## config.mk

```make
export PLATFORM = sky130hd
export DESIGN_NAME = alu_issue_ctrl
export DESIGN_NICKNAME = d
export VERILOG_FILES = /design/src/rtl/alu_pkg.sv /design/src/rtl/alu_decoder.sv /design/src/rtl/alu_issue_ctrl.sv
export SDC_FILE = /design/constraint.sdc
export NUM_CORES = 1
export LEC_CHECK = 0
export BUFFER_PORTS_ARGS = -buffer_cell sky130_fd_sc_hd__buf_2
export CORE_MARGIN = 3
export CORE_UTILIZATION = 35
export CTS_CLUSTER_DIAMETER = 30
export DETAILED_ROUTE_END_ITERATION = 6
export MAX_ROUTING_LAYER = met4
export PLACE_DENSITY = 0.68
export SKIP_LAST_GASP = 1
export SLEW_MARGIN = 15
export SYNTH_ARGS = -nofsm -noshare
export SYNTH_HDL_FRONTEND = slang
export SYNTH_SLANG_ARGS = --single-unit
export TNS_END_PERCENT = 100
```

## constraint.sdc

```tcl
create_clock -name clk -period 1.7 [get_ports clk]
set_input_delay 0.17 -clock clk [delete_from_list [all_inputs] [get_ports clk]]
set_output_delay 0.17 -clock clk [all_outputs]
set_load 0.01 [all_outputs]
```

## src/rtl/alu_pkg.sv

```systemverilog
// rtl/alu_pkg.sv - ALU operation codes, opcode and branch funct3 constants
package alu_pkg;

  typedef enum logic [3:0] {
    ALU_AND  = 4'b0000,
    ALU_OR   = 4'b0001,
    ALU_ADD  = 4'b0010,
    ALU_SUB  = 4'b0011,
    ALU_XOR  = 4'b0100,
    ALU_SLL  = 4'b0101,
    ALU_SRL  = 4'b0110,
    ALU_SRA  = 4'b0111,
    ALU_SLT  = 4'b1000,
    ALU_SLTU = 4'b1001
  } alu_op_t;

  localparam logic [6:0] OP_R      = 7'b0110011;
  localparam logic [6:0] OP_I      = 7'b0010011;
  localparam logic [6:0] OP_LOAD   = 7'b0000011;
  localparam logic [6:0] OP_STORE  = 7'b0100011;
  localparam logic [6:0] OP_BRANCH = 7'b1100011;

  localparam logic [2:0] F3_BEQ  = 3'b000;
  localparam logic [2:0] F3_BNE  = 3'b001;
  localparam logic [2:0] F3_BLT  = 3'b100;
  localparam logic [2:0] F3_BGE  = 3'b101;
  localparam logic [2:0] F3_BLTU = 3'b110;
  localparam logic [2:0] F3_BGEU = 3'b111;

  // alt selects SUB for funct3 000 and SRA for funct3 101
  function automatic alu_op_t arith_op(logic [2:0] funct3, logic alt);
    case (funct3)
      3'b000: begin
        if (alt) return ALU_SUB;
        return ALU_ADD;
      end
      3'b001: return ALU_SLL;
      3'b010: return ALU_SLT;
      3'b011: return ALU_SLTU;
      3'b100: return ALU_XOR;
      3'b101: begin
        if (alt) return ALU_SRA;
        return ALU_SRL;
      end
      3'b110: return ALU_OR;
      default: return ALU_AND;
    endcase
  endfunction

endpackage

```

## src/rtl/alu_decoder.sv

```systemverilog
// rtl/alu_decoder.sv - maps opcode/funct3/funct7b5 to ALU op, SrcB select and flags
// Branch decode exists only when ALU_BRANCH_EVAL_EN is defined.
module alu_decoder (
  input  logic [6:0] opcode,
  input  logic [2:0] funct3,
  input  logic       funct7b5,
  output logic [3:0] alu_op,
  output logic       src_b_imm,
  output logic       illegal,
  output logic       is_branch
);
  import alu_pkg::*;

  always_comb begin
    alu_op    = ALU_ADD;
    src_b_imm = 1'b1;
    illegal   = 1'b0;
    is_branch = 1'b0;
    case (opcode)
      OP_R: begin
        alu_op    = arith_op(funct3, funct7b5);
        src_b_imm = 1'b0;
      end
      // immediate form has no SUBI, so bit 30 only matters for shifts
      OP_I: alu_op = arith_op(funct3, funct7b5 && (funct3 != 3'b000));
      OP_LOAD, OP_STORE: alu_op = ALU_ADD;
`ifdef ALU_BRANCH_EVAL_EN
      OP_BRANCH: begin
        src_b_imm = 1'b0;
        if (funct3 == 3'b010 || funct3 == 3'b011) begin
          illegal = 1'b1;
        end else begin
          alu_op    = ALU_SUB;
          is_branch = 1'b1;
        end
      end
`endif
      default: illegal = 1'b1;
    endcase
  end

endmodule

```

## src/rtl/alu_issue_ctrl.sv

```systemverilog
// rtl/alu_issue_ctrl.sv - two-stage issue/retire controller for the integer ALU
// Branch resolution is built only when ALU_BRANCH_EVAL_EN is defined.
module alu_issue_ctrl #(
  parameter int XLEN = 32
) (
  input  logic            clk,
  input  logic            reset_n,
  input  logic            Flush,
  input  logic            InValid,
  output logic            InReady,
  input  logic [6:0]      Opcode,
  input  logic [2:0]      Funct3,
  input  logic            Funct7b5,
  input  logic [XLEN-1:0] RD1,
  input  logic [XLEN-1:0] RD2,
  input  logic [XLEN-1:0] ImmExt,
  input  logic [4:0]      RdIn,
  output logic [XLEN-1:0] SrcA,
  output logic [XLEN-1:0] SrcB,
  output logic [3:0]      ALUControl,
  input  logic [XLEN-1:0] ALUResult,
  input  logic            Zero,
  input  logic            LessS,
  input  logic            LessU,
  output logic            OutValid,
  input  logic            OutReady,
  output logic [XLEN-1:0] Result,
  output logic [4:0]      RdOut,
  output logic            Illegal,
  output logic            IsBranch,
  output logic            BranchTaken
);
  import alu_pkg::*;

  logic       iss_v, out_v, advance;
  logic [4:0] iss_rd;
  logic       iss_illegal;
  logic [3:0] dec_op;
  logic       dec_imm, dec_illegal, dec_branch;

  alu_decoder u_dec (
    .opcode    (Opcode),
    .funct3    (Funct3),
    .funct7b5  (Funct7b5),
    .alu_op    (dec_op),
    .src_b_imm (dec_imm),
    .illegal   (dec_illegal),
    .is_branch (dec_branch)
  );

  // the issue stage may refill in the same cycle the output stage drains
  assign advance  = !out_v || OutReady;
  assign InReady  = !iss_v || advance;
  assign OutValid = out_v;

  always_ff @(posedge clk or negedge reset_n) begin
    if (!reset_n) begin
      iss_v       <= 1'b0;
      SrcA        <= '0;
      SrcB        <= '0;
      ALUControl  <= '0;
      iss_rd      <= '0;
      iss_illegal <= 1'b0;
    end else if (Flush) begin
      iss_v <= 1'b0;
    end else if (InReady) begin
      iss_v <= InValid;
      if (InValid) begin
        SrcA        <= RD1;
        SrcB        <= dec_imm ? ImmExt : RD2;
        ALUControl  <= dec_op;
        iss_rd      <= RdIn;
        iss_illegal <= dec_illegal;
      end
    end
  end

  always_ff @(posedge clk or negedge reset_n) begin
    if (!reset_n) begin
      out_v   <= 1'b0;
      Result  <= '0;
      RdOut   <= '0;
      Illegal <= 1'b0;
    end else if (Flush) begin
      out_v <= 1'b0;
    end else if (advance) begin
      out_v <= iss_v;
      if (iss_v) begin
        Result  <= iss_illegal ? '0 : ALUResult;
        RdOut   <= iss_rd;
        Illegal <= iss_illegal;
      end
    end
  end

`ifdef ALU_BRANCH_EVAL_EN
  logic [2:0] iss_funct3;
  logic       iss_branch, taken;

  always_comb begin
    taken = 1'b0;
    case (iss_funct3)
      F3_BEQ:  taken = Zero;
      F3_BNE:  taken = !Zero;
      F3_BLT:  taken = LessS;
      F3_BGE:  taken = !LessS;
      F3_BLTU: taken = LessU;
      F3_BGEU: taken = !LessU;
      default: taken = 1'b0;
    endcase
  end

  always_ff @(posedge clk or negedge reset_n) begin
    if (!reset_n) begin
      iss_funct3 <= '0;
      iss_branch <= 1'b0;
    end else if (!Flush && InValid && InReady) begin
      iss_funct3 <= Funct3;
      iss_branch <= dec_branch;
    end
  end

  always_ff @(posedge clk or negedge reset_n) begin
    if (!reset_n) begin
      IsBranch    <= 1'b0;
      BranchTaken <= 1'b0;
    end else if (!Flush && advance && iss_v) begin
      IsBranch    <= iss_branch;
      BranchTaken <= iss_branch && taken;
    end
  end
`else
  logic unused_branch;
  assign unused_branch = ^{Zero, LessS, LessU, dec_branch};
  assign IsBranch      = 1'b0;
  assign BranchTaken   = 1'b0;
`endif

endmodule

```

# == Word level (Yosys, flattened, before mapping) ==
# Cells that the tools add are included.
# classes
n_eq_ne,10
bitwise_logic,1
mux,28
reduce_logical,12
# ops
cell,n
$mux 32,2
$pmux 4 s7,2
$mux 4,8
$mux 1,15
$eq 7x6->1 const B,2
$eq 3x3->1 const B,3
$pmux 4 s2,1
$eq 7x2->1 const B,1
$eq 7x5->1 const B,1
$eq 3x2->1 const B,2
$reduce_and 3->1,2
$reduce_bool 2->1,2
$reduce_or 4->1,1
$eq 3x1->1 const B,1
$logic_not 3->1,1
$reduce_bool 3->1,1
$logic_not 1->1,2
$logic_or 1x1->1,2
$logic_and 1x1->1,1
$not 1->1,1
# totals
output_inout_bits,110
in_bits,152
elab_cells,61
register_bits,114

# == Logic depth before layout (Yosys ltp) ==
# logic_depth
depth_word,8
ltp_mapped,7
ltp_nobuf,4

# == By module ==
# Synthesis repeated with hierarchy kept, for this count alone.
# hier_totals
hier_cells,338
hier_area_um2,5323.9
# by_module_without_submodules
mod,seq_area_each_um2,instances,area_per_inst_um2,cells_per_inst
alu_issue_ctrl,2852.7,1,5206.2,320
alu_decoder,0.0,1,117.6,18

# == Worst setup path after synthesis ==
# Ideal clock, no wire load.
# synth_timing
path_kind,register to register
from,"register out_v, in the netlist OutValid"
to,register ALUControl[2]
setup_time_ps,124
required_ps,1576
stages_incl_launch_ff,8
path_buffers,3
period_less_slack_ps,1568
arrival_ps,1444
slack_ps,132
cell_sequence,dfrtp_1 > and3b_1 > or3b_1 > buf_2 > buf_6 > buf_6 > nand2_1 > o31ai_1
# synth_via
elab_chain_cells,4
# synth_rtl
item,line_no,rtl
start: declaration,alu_issue_ctrl.sv:35,"logic iss_v, out_v, advance;"
start signal: assignment,alu_issue_ctrl.sv:87,out_v <= iss_v;
$logic_not 1->1,alu_issue_ctrl.sv:52,assign advance = !out_v || OutReady;
$logic_or 1x1->1,alu_issue_ctrl.sv:52,
$logic_or 1x1->1,alu_issue_ctrl.sv:53,assign InReady = !iss_v || advance;
$reduce_and 3->1 (no source line),n/a,
end signal: assignment,alu_issue_ctrl.sv:71,ALUControl <= dec_op;
end: declaration,alu_issue_ctrl.sv:20,"output logic [3:0] ALUControl,"
# No other way between the ends.
# A chain may end at the register's enable or synchronous reset.

# == Worst setup path after layout ==
# layout_timing
from,register iss_v
to,register SrcB[24]
# layout_via
elab_chain_cells,3
# layout_rtl
item,line_no,rtl
start: declaration,alu_issue_ctrl.sv:35,
start signal: assignment,alu_issue_ctrl.sv:67,iss_v <= InValid;
$logic_not 1->1,alu_issue_ctrl.sv:53,
$logic_or 1x1->1,alu_issue_ctrl.sv:53,
$reduce_and 3->1 (no source line),n/a,
end signal: assignment,alu_issue_ctrl.sv:70,SrcB <= dec_imm ? ImmExt : RD2;
end: declaration,alu_issue_ctrl.sv:19,"output logic [XLEN-1:0] SrcB,"
# No other way between the ends.

==> results.toml <==
[synth]
syn_area_mm2 = 0.00484
synthAdderAreaFrac_pct = 0
synthArstFlopShare_pct = 100
synth-xor-area-share_pct = 0.181
synth_compound_gate_area_share_pct = 4.42
avgSynthCellArea_um2 = 9.64
synth_top_family_by_area = "simple AND/OR/NAND/NOR gates"
ys_seq_area_share_pct = 58.9
muxShareOfSynthArea_pct = 6.62
synth_top_area_share_pct = 58.9
synth_cells = 502
netlist_top_cells_area = "dfrtp_1, nand2_1, mux2i_1"
ys_types = 29
yosysTopAreaCell = "dfrtp_1"
synth_edf_count = 0
yosysWarnings = 0
ys_ff_latch = 114
synthFlopType = "dfrtp_1"
synth-simple-area-share_pct = 25.2

[sta]
fmax_ghz = 0.612
min_period_ns = 1.63
rsz0062_at_grt = "yes"
fin_crit_sh_pct = 96.1
fin_ws_ns = 0.0657
whs_ns = 0.0205
fin_skew_ns = 0.00453
report.final.slew_viol_count = 0
hold_violations = 0
finalSetupViolCount = 0

[finish]
layout.nets = 974
multi_input_area_mm2 = 0.00179
final_util_pct = 56.5
layout_common_cells = "buf_2, nand2_1, dfrtp_1"
register_area_mm2 = 0.00285
drive_above_1_share_pct = 36.1
fill_cells = 1195
diodes = 0
syn_to_final_growth_pct = 56.4
final_area_mm2 = 0.00757
final_common_cell = "buf_2"

[global_route]
grt_max_degree = 62
first_global_vias = 4381
grt-ovfl-total = 0
grt_pass1_wl_um = 21300
antenna_found_initial = 0
track_usage_pct = 18.5

[placement]
pre_cts_slack_ns = 0.0866
hpwl_um = 9470
port_buffers = 256
dpl_cell_area_mm2 = 0.00634
globalplace.congestion = 0.754

[setup_path]
crit_arrival_ns = 1.91
r2r_start = "iss_v"
crit_type = "flip-flop to flip-flop"
regToRegSetupSlack_ns = 0.07
cp-startpoint = "iss_v"
worstRegToRegCells = 5
cp-start-kind = "flip-flop"
crit_fanout = 27
critPathRequiredTime_ns = 1.98
r2r-end = "SrcB[24]"
end_kind = "flip-flop"

[power]
p_per_area_mw_per_mm2 = 1070
pwr-share-clk_pct = 41.7
power.internal_mw = 6.02
combPwrFrac_pct = 17.9
vdd_drop_max_mv = 0.547
switching_share_pct = 25.7
p_seq_share_pct = 40.4
switchingPower_mw = 2.09
p_leak_nw = 4.35
total_power_mw = 8.11

[cts]
cts_tree = "built"
htreeDepth = 4
cts-root-buf = "clkbuf_16"
cts_num_sinks = 114
insertion_delay_ns = 0.41
clockBufferDepth = 2
cts_buffers = 17
clk_pin_slew_ns = 0.05

[worst_hold_path]
worstHoldEndpoint = "Result[16]"
hp-start = "ALUResult[16]"
hold_path_class = "input pin to flip-flop"
hold_depth = 3

[route]
first_pass_iters = 4
ant_nets = 0
drt_wl_total_um = 14100
via_per_inst = 4.48
vias = 4517
post_drt_wl_per_cell_um = 14.0
drtIter0Drc = 235
drc = 0

[floorplanning]
die_x_um = 124
core_mm2 = 0.0134
io_pins = 262
die_h_um = 124
dieArea_mm2 = 0.0153
rows = 42
start_util_pct = 36.1

[outcome]
status = "finished clean"

[job]
cap_violations = 0
Yosys cell counts (2+ instances only):
master    instances
a32o_1            2
buf_1             2
buf_2            11
buf_4             4
buf_6             8
clkbuf_1          6
clkbuf_2          2
dfrtp_1         114
inv_1             2
mux2i_1          32
nand2_1         229
nand3_1           2
nand3b_1         33
nor2_1            6
nor3b_1           2
o21ai_0          28
o21ai_1           6
or3b_1            2
routing by layer:
| layer | routed length (µm) | part of all wire [%] | track usage, % | vias up |
|---|---|---|---|---|
| li1 | - | - | - | 2259 |
| met1 | 5840 | 41 | 21.5 | 2047 |
| met2 | 6940 | 49 | 30.2 | 188 |
| met3 | 1060 | 7.5 | 5.09 | 23 |
| met4 | 265 | 1.9 | 7.54 | 0 |
| met5 | 0 | 0 | - | - |
state kept, by name, indices dropped and copies added, names as in the netlist:
register / cells
OutValid: 1
Result: 32
iss_rd: 5
iss_illegal: 1
iss_v: 1
ALUControl: 4
SrcB: 32
SrcA: 32
Illegal: 1
RdOut: 5
critical path: stages, from the launching register on:
cell       delay (ns)
dfrtp_1          0.39
and3b_2          0.26
or3b_4           0.50
clkbuf_16        0.22
nand2_1          0.07
o21ai_0          0.07
cell type report:
cell class / count / area share [%]
Timing Repair Buffer: 333 / 28.2
Clock inverter: 5 / 1.03
Multi-Input combinational cell: 354 / 23.6
Tap cell: 176 / 2.91
Inverter: 2 / 0.0992
Sequential cell: 114 / 37.7
Clock buffer: 25 / 6.42
how the worst max path moves through the flow:
stage	endpoint	slack, ns	cells past startpoint
CTS	SrcB[20]	0.07	4
finish	SrcB[24]	0.07	5
detailed placement	SrcB[15]	0.09	5
global placement	ALUControl[2]	0.09	4
floorplan	ALUControl[2]	0.13	7
global route	SrcB[21]	-0.01	4
cell families after synthesis:
| kind of cell | after synthesis |
|---|---|
| XOR/XNOR | 1 |
| buffers and inverters | 35 |
| multiplexers | 32 |
| other | 1 |
| AO/OA/AOI/OAI | 39 |
| AND/OR/NAND/NOR | 280 |
| flip-flops | 114 |
per-stage QoR:
stage               setup TNS [ns]  std cells
CTS                              0       1007
detailed placement               0        915
global route               -0.0472       1009
global placement                 0        915
floorplan                        0        503
finish                           0       1009
power groups by stage:
stage | combinational, mW | sequential (mW) | clock (mW)
2_1_floorplan | 0.432 | 3.49 | 0
3_3_place_gp | 1.33 | 3.30 | 0
3_5_place_dp | 1.35 | 3.31 | 0
4_1_cts | 1.46 | 3.28 | 3.47
5_1_grt | 1.63 | 3.32 | 3.59
6_report | 1.45 | 3.28 | 3.38
repair_timing:
item                                   CTS  global route
setup endpoints to repair                0             5
buffers inserted                         0             1
endpoints found under the hold margin  156             0
hold buffers                            62             0
gates resized for setup                  0             3
Note: power is estimated with default switching activity, not from simulation.
